**config.mk**
```make
export PLATFORM = sky130hd
export DESIGN_NAME = dmem_mmio_responder
export DESIGN_NICKNAME = d
export VERILOG_FILES = /design/src/rtl/dmem_mmio_responder.sv
export SDC_FILE = /design/constraint.sdc
export NUM_CORES = 2
export LEC_CHECK = 0
export ABC_AREA = 1
export BUFFER_PORTS_ARGS = -buffer_cell sky130_fd_sc_hd__buf_2
export CORE_MARGIN = 2
export CORE_UTILIZATION = 30
export DETAILED_ROUTE_END_ITERATION = 8
export PLACE_DENSITY = 0.41
export SLEW_MARGIN = 20
export SYNTH_ARGS = -nofsm -noshare
export SYNTH_HDL_FRONTEND = slang
export SYNTH_SLANG_ARGS = --single-unit
```
**constraint.sdc**
```tcl
create_clock -name clk -period 3.8 [get_ports clk]
set_input_delay 0.38 -clock clk [delete_from_list [all_inputs] [get_ports clk]]
set_output_delay 0.38 -clock clk [all_outputs]
set_load 0.02 [all_outputs]
```
**src/rtl/dmem_mmio_responder.sv**
```systemverilog
// Data-memory responder for a single-cycle MIPS core: word RAM plus an MMIO page holding a
// compare timer and a console TX FIFO. Define CONSOLE_FIFO_EN to build the console FIFO.
module dmem_mmio_responder #(
   parameter int          RAM_AW     = 6,
   parameter int          FIFO_DEPTH = 4,
   parameter logic [15:0] MMIO_BASE  = 16'hFFFF
) (
   input  logic        clk,
   input  logic        reset,
   input  logic        memwrite,
   input  logic [31:0] memaddr,
   input  logic [31:0] memwritedata,
   output logic [31:0] memreaddata,
   output logic [7:0]  tx_data,
   output logic        tx_valid,
   input  logic        tx_ready,
   output logic        timer_irq
);

   localparam logic [5:0] OFF_CNT  = 6'h00;
   localparam logic [5:0] OFF_CMP  = 6'h01;
   localparam logic [5:0] OFF_CTRL = 6'h02;
   localparam logic [5:0] OFF_STAT = 6'h03;
   localparam logic [5:0] OFF_TXD  = 6'h04;
   localparam logic [5:0] OFF_TXS  = 6'h05;

   logic              mmio;
   logic [5:0]        reg_sel;
   logic [RAM_AW-1:0] ram_idx;
   logic              wr_ram, wr_cnt, wr_cmp, wr_ctrl, wr_stat, wr_txd, wr_txs;
   logic [31:0]       txs;

   assign mmio    = (memaddr[31:16] == MMIO_BASE);
   assign reg_sel = memaddr[7:2];
   assign ram_idx = memaddr[RAM_AW+1:2];
   assign wr_ram  = memwrite & ~mmio;
   assign wr_cnt  = memwrite & mmio & (reg_sel == OFF_CNT);
   assign wr_cmp  = memwrite & mmio & (reg_sel == OFF_CMP);
   assign wr_ctrl = memwrite & mmio & (reg_sel == OFF_CTRL);
   assign wr_stat = memwrite & mmio & (reg_sel == OFF_STAT);
   assign wr_txd  = memwrite & mmio & (reg_sel == OFF_TXD);
   assign wr_txs  = memwrite & mmio & (reg_sel == OFF_TXS);

   // ---------------- word RAM ----------------
   logic [31:0] ram [2**RAM_AW];

   // NOTE: storage arrays get no reset; the RAM write also ignores reset so a store in a reset cycle lands.
   always_ff @(posedge clk) begin
      if (wr_ram) ram[ram_idx] <= memwritedata;
   end

   // ---------------- compare timer ----------------
   logic [31:0] cnt, cmp;
   logic        en, irq_en, match, hit;

   assign hit = en & (cnt == cmp);

   // NOTE: non-blocking assignments so every register samples pre-edge values of its peers.
   always_ff @(posedge clk) begin
      if (reset) begin
         cnt    <= '0;
         cmp    <= '0;
         en     <= 1'b0;
         irq_en <= 1'b0;
         match  <= 1'b0;
      end else begin
         if (wr_cnt)   cnt <= memwritedata;
         else if (hit) cnt <= '0;
         else if (en)  cnt <= cnt + 32'd1;
         if (wr_cmp) cmp <= memwritedata;
         if (wr_ctrl) begin
            en     <= memwritedata[0];
            irq_en <= memwritedata[1];
         end
         // A CNT write only overrides the counter update; the match flag still records the hit.
         if (hit)                          match <= 1'b1;
         else if (wr_stat & memwritedata[0]) match <= 1'b0;
      end
   end

   assign timer_irq = match & irq_en;

   // ---------------- console TX FIFO ----------------
`ifdef CONSOLE_FIFO_EN
   localparam int PW = $clog2(FIFO_DEPTH);
   localparam int CW = $clog2(FIFO_DEPTH + 1);

   logic [7:0]    fifo_mem [FIFO_DEPTH];
   logic [PW-1:0] rd_ptr, wr_ptr;
   logic [CW-1:0] count;
   logic          ovf, full, pop, push_ok, push_drop;
   logic [3:0]    count_field;

   assign full      = (count == CW'(FIFO_DEPTH));
   assign tx_valid  = (count != '0);
   assign pop       = tx_valid & tx_ready;
   // A pop on the same edge frees the slot the push needs.
   assign push_ok   = wr_txd & (~full | pop);
   assign push_drop = wr_txd & ~push_ok;
   assign tx_data   = tx_valid ? fifo_mem[rd_ptr] : 8'h00;

   always_ff @(posedge clk) begin
      if (push_ok) fifo_mem[wr_ptr] <= memwritedata[7:0];
   end

   always_ff @(posedge clk) begin
      if (reset) begin
         rd_ptr <= '0;
         wr_ptr <= '0;
         count  <= '0;
         ovf    <= 1'b0;
      end else begin
         if (push_ok) wr_ptr <= wr_ptr + PW'(1);
         if (pop)     rd_ptr <= rd_ptr + PW'(1);
         if (push_ok & ~pop)      count <= count + CW'(1);
         else if (pop & ~push_ok) count <= count - CW'(1);
         if (push_drop)                     ovf <= 1'b1;
         else if (wr_txs & memwritedata[2]) ovf <= 1'b0;
      end
   end

   // The 4-bit count field truncates at depth 16; the full bit disambiguates.
   assign count_field = 4'(count);
   assign txs = {24'h0, count_field, 1'b0, ovf, ~tx_valid, full};
`else
   logic unused_fifo;

   assign tx_valid    = 1'b0;
   assign tx_data     = 8'h00;
   assign txs         = 32'h0000_0002;
   assign unused_fifo = &{1'b0, tx_ready, wr_txd, wr_txs};
`endif

   logic unused_addr;
   assign unused_addr = &{1'b0, memaddr[1:0], memaddr[15:8]};

   // ---------------- read mux ----------------
   // NOTE: default assignment first keeps this combinational block latch-free.
   always_comb begin
      memreaddata = '0;
      if (!mmio) begin
         memreaddata = ram[ram_idx];
      end else begin
         case (reg_sel)
            OFF_CNT:  memreaddata = cnt;
            OFF_CMP:  memreaddata = cmp;
            OFF_CTRL: memreaddata = {30'h0, irq_en, en};
            OFF_STAT: memreaddata = {31'h0, match};
            OFF_TXS:  memreaddata = txs;
            default:  memreaddata = '0;
         endcase
      end
   end

endmodule
```
---- After elaboration in Yosys (flattened, before gate mapping) ----
Memory sizes are Yosys's and may differ from the RTL's.
Index checks and enable logic that the tools add are counted.
storage, ports and cells
  latch bits .............................. 0
  bits in registers ....................... 67
  memories kept ........................... 1
  bits in writable memories ............... 2048
  bits in read-only memories .............. 0
  output and inout bits ................... 42
  word-level logic and storage cells ...... 35
memory list
  memory  depth  bits a word  rd ports  clocked after memory_dff  wr ports  line  text
  ram     64     32           1         0                         1         45    logic [31:0] ram [2**RAM_AW];
cells by class
  div/mod/pow operators ................... 0
  equal/unequal tests ..................... 6
  order comparisons ....................... 0
  $mul .................................... 0
  shift operators ......................... 0
  bitwise operators ....................... 10
  reductions and logical operators ........ 3
  $add $sub $neg .......................... 1
  mux-type cells .......................... 9
operator list
  operator                 number
  $pmux W32 S5             1
  $mux W32                 4
  $add A32 B1 Y32 const B  1
  $eq A32 B32 Y1           1
  $eq A16 B16 Y1 const B   1
  $eq A6 B2 Y1 const B     2
  $and A1 B1 Y1            9
  $eq A6 B1 Y1 const B     1
  $eq A6 B3 Y1 const B     1
  $logic_not A6 Y1         1
  $mux W1                  4
  $reduce_bool A3 Y1       1
  $reduce_bool A2 Y1       1
  $not A1 Y1               1

---- Logic depth before layout (Yosys ltp) ----
  depth in word-level cells ............... 6
  gate-level depth with buffers ........... 16

---- Worst setup path before layout ----
No wires, ideal clock.
  kind .................................... input to register
  start ................................... input memaddr[2]
  end ..................................... memory ram[14][0], enable pin
  library setup time ...................... 421 ps
  stages on the path ...................... 6
  required time ........................... 3379 ps
  slack ................................... 682 ps
  buffers on the path ..................... 3
  arrival time ............................ 2697 ps
  cell sequence ........................... buf_4 buf_6 nor2_2 buf_2 nand3_1 nor2_1
RTL lines
  what         line  text
  from (decl)  11    input logic [31:0] memaddr,
  to (decl)    45
Straight into the memory's write port.

---- Final worst setup path ----
  start ................................... input memaddr[2]
  end ..................................... output memreaddata[26]
on the way
  word-level cells in the longest chain between the ends .. 3
  elaborated cells on any way between the ends .. 8
  those cells by class .................... 4 x eq/ne; 2 x mux; 1 x reduce/logical; 1 x memory
ends and longest elaborated chain
  what                                                                     line  text
  parallel branches: the longest is 2 deep, another holds $mem_v2 Z64 W32  --
  $mux W32 (*)                                                             141   if (!mmio) begin
  to (decl)                                                                13    output logic [31:0] memreaddata,
Mark *: on every way between the ends.

==> out/results.tsv <==
stage	metric	value	unit
clock_network	cts.reportedPaths.clkPinSlew	0.06	ns
grt	grt_pass1_vias	59200	
timing	slew_headroom	29.7	%
grt	grt_overflow	0	
floorplan	start_util	30.1	%
routing	vias	62500	
routing	viasPerCell	4.72	
setup_path	endpoint_kind	primary output	
clock_network	cts.htree.levels	4	
setup_path	reg2reg_depth	10	
layout	drive_above_1_share	9.23	%
clock_network	post_cts_buffers	0	
pwr	swShare	23.9	%
status	status	complete, no violations	
synthesis	yosysTopAreaCell	edfxtp_1	
timing	finalHoldViolations	0	
synthesis	yosysMostFrequentCell	nand2_1	
routing	post_drt_wl_per_cell	24.4	um
setup_path	crit_path_max_fanout	72	
synthesis	ys_seq_elements	2115	
routing	drtIter0Drc	5591	
routing	first_pass_iters	6	
synthesis	syn_avg_cell_area	10.2	um2
synthesis	ys_types	40	
timing	report.final.setup_viol	0	
clock_network	cts_num_sinks	2115	
pwr	powerDensity	495	nW/um2
floorplan	die_w	552	um
hold_path	hold_depth	1	
pwr	clkPwrFrac	43.2	%
synthesis	synth_ff_type	edfxtp_1	
setup_path	worst_r2r_endpoint	cnt[2]	
hold_path	min_path_type	in2reg	
setup_path	critPathCapture	memreaddata[26]	
synthesis	synthArstFlopShare	0	%
timing	finClkSkew	0.0147	ns
synthesis	syn_area	90000	um2
floorplan	rows	201	
pwr	peakVddDrop	0.419	mV
pwr	p_leak	41.6	nW
routing	wirelength	323000	um
floorplan	die-height	552	um
clock_network	clock_latency	0.90	ns
synthesis	seq_area_frac_synth	69.8	%
synthesis	synth_cells	8831	
layout	syn2layout_area_growth	17.2	%
setup_path	worstPathRequired	3.42	ns
clock_network	cts_tree	yes	
setup_path	startpoint_type	input port	
synthesis	ys_warn_count	0	
setup_path	path_class	in2out	
grt	grt_use_total	20.9	%
clock_network	post_cts_resized	0	
pwr	switching_power	12.5	mW
pwr	p_seq_share	49.4	%
floorplan	core-area	299000	um2
timing	timing.final.crit_share	94.6	%
clock_network	cts_buffers	238	
synthesis	synth_top_area_share	68.3	%
clock_network	cts_root_buffer	clkbuf_16	
setup_path	timing.reg2reg.setup_slack	1.40	ns
timing	slew_viol_final	0	
routing	final_antenna_net_count	0	
place	gp_congestion	1.01	
layout	num-nets-final	9161	
setup_path	crit_start	memaddr[2]	
timing	tns	0	ns
pwr	p_comb_share	7.5	%
timing	fmax	278	MHz
place	hpwlAfterDp	194000	um
setup_path	reg2reg_from	cnt[15]	
grt	grt_pass1_wl	454000	um
setup_path	arrival	3.22	ns
floorplan	io_pins	110	
timing	period_minus_slack	3.60	ns
floorplan	fp.dieArea	304000	um2
timing	grt_setup_unrepaired	false	
synthesis	ys_top_cells_by_area	edfxtp_1, nand2_1, nand3_1	
grt	grt_max_degree	92	
layout	final_area	105000	um2
synthesis	synth-edff-count	2048	
synthesis	yosys-top-cells-count	nand2_1, edfxtp_1, nand3_1, inv_1, buf_2	
timing	worst-slew-pin-transition	1.05	ns
place	portBuffers	89	
clock_network	cts_buffer_depth	4	
flow_run	max_cap_viol_count	0	
place	placed_area	97800	um2
grt	antenna_found_initial	19	
pwr	internal_power	39.7	mW
routing	post-route-drc-count	0	
layer usage:
metal | global-route usage [%] | share of wire (%)
met5 | 0 | 0
met4 | 6.21 | 3.1
met3 | 2.22 | 4.7
met2 | 32.7 | 45
met1 | 30.4 | 47
stage by stage:
| stage | util, % | instances | hold slack, ns | setup slack, ns | power [mW] |
|---|---|---|---|---|---|
| 2_1_floorplan | - | 8839 | 0.458 | 0.682 | 28.0 |
| 3_3_place_gp | 32.7 | 12800 | 0.481 | 0.249 | 30.1 |
| 3_5_place_dp | 32.7 | 12800 | 0.489 | 0.266 | 30.1 |
| 4_1_cts | 35.2 | 13200 | 0.0151 | 0.229 | 52.8 |
| 5_1_grt | 35.2 | 13200 | 0.0308 | 0.0744 | 53.8 |
| 6_report | 35.2 | 13300 | 0.0576 | 0.205 | 52.2 |
worst min path at each step:
| stage | startpoint | endpoint | slack [ns] |
|---|---|---|---|
| 2_1_floorplan | match | match | 0.46 |
| 3_3_place_gp | match | match | 0.48 |
| 3_5_place_dp | match | match | 0.49 |
| 4_1_cts | memwritedata[16] | ram[2][16] | 0.02 |
| 5_1_grt | memwritedata[16] | ram[3][16] | 0.03 |
| 6_report | memwritedata[16] | ram[2][16] | 0.06 |
cell usage in the layout, fill, tap and decap left out, drive strengths merged:
| master | instances |
|---|---|
| nor4 | 1 |
| nor3 | 15 |
| inv | 306 |
| conb | 9 |
| nand2 | 4991 |
| o21ai | 89 |
| nand4 | 90 |
| nand3 | 367 |
| clkinvlp | 5 |
| clkbuf | 316 |
| xor2 | 21 |
| o22ai | 47 |
| nor2 | 196 |
| o31ai | 1 |
| edfxtp | 2048 |
| buf | 454 |
| dlygate4sd3 | 17 |
| and2 | 1 |
| bufinv | 20 |
| a32oi | 1 |
| ha | 1 |
| clkinv | 88 |
| diode | 17 |
| nand2b | 1 |
| xnor2 | 7 |
| o221ai | 1 |
| a211oi | 1 |
| a21oi | 115 |
| and3 | 2 |
| dfxtp | 67 |
| nand3b | 1 |
| a22o | 2 |
critical path, cell delays in order:
cell and delay, ns:
buf_8 0.15, inv_16 0.38, buf_12 0.27, nand2_1 0.07
nand2_1 0.06, nand2_1 0.05, nand3_1 0.10, nand3_1 0.26
nand2_1 0.23, nand2_1 0.31, nand2_1 0.16, o21ai_1 0.09
buf_4 0.18, nand2_1 0.15, buf_2 0.20
cell families (layout without fill, tap and decap cells):
| logic type | Yosys count | in the layout | synth area share [%] |
|---|---|---|---|
| adders and majority gates | 1 | 1 | 0.0139 |
| DFF | 2115 | 2115 | 69.8 |
| and+or+nand+nor | 5665 | 5665 | 24.5 |
| AOI/OAI and AO/OA | 257 | 257 | 1.52 |
| xor gates and xnor gates | 28 | 28 | 0.273 |
| buffers and inverters | 764 | 1206 | 3.87 |
| other | 1 | 26 | 0.00417 |
sequential cells by signal, indices dropped and copies added (netlist names):
name    count
en          1
cnt        32
irq_en      1
match       1
cmp        32
ram      2048
what timing repair did:
action	CTS	global route
hold endpoints to repair	272	0
endpoints found under the setup margin	0	0
hold buffers	17	0
layout make-up:
type                       count  area, um2
timing repair buffer         471       4730
fill                       29900     194000
clock buffer                 316       6370
multi-input combinational   5960      24200
antenna                       17       42.5
sequential                  2115      62800
clock inverter               113       1100
tap                         3958       4950
inverter                     306       1190
power by group through the flow:
stage / registers (mW) / clock network, mW / logic (mW)
after floorplan: 26.2 / 0 / 1.73
after global placement: 26.2 / 0 / 3.88
after detailed placement: 26.2 / 0 / 3.89
after CTS: 25.7 / 23.1 / 3.91
after global routing: 25.8 / 23.9 / 4.20
final: 25.8 / 22.5 / 3.89
Note: power is estimated with default switching activity, not from simulation.
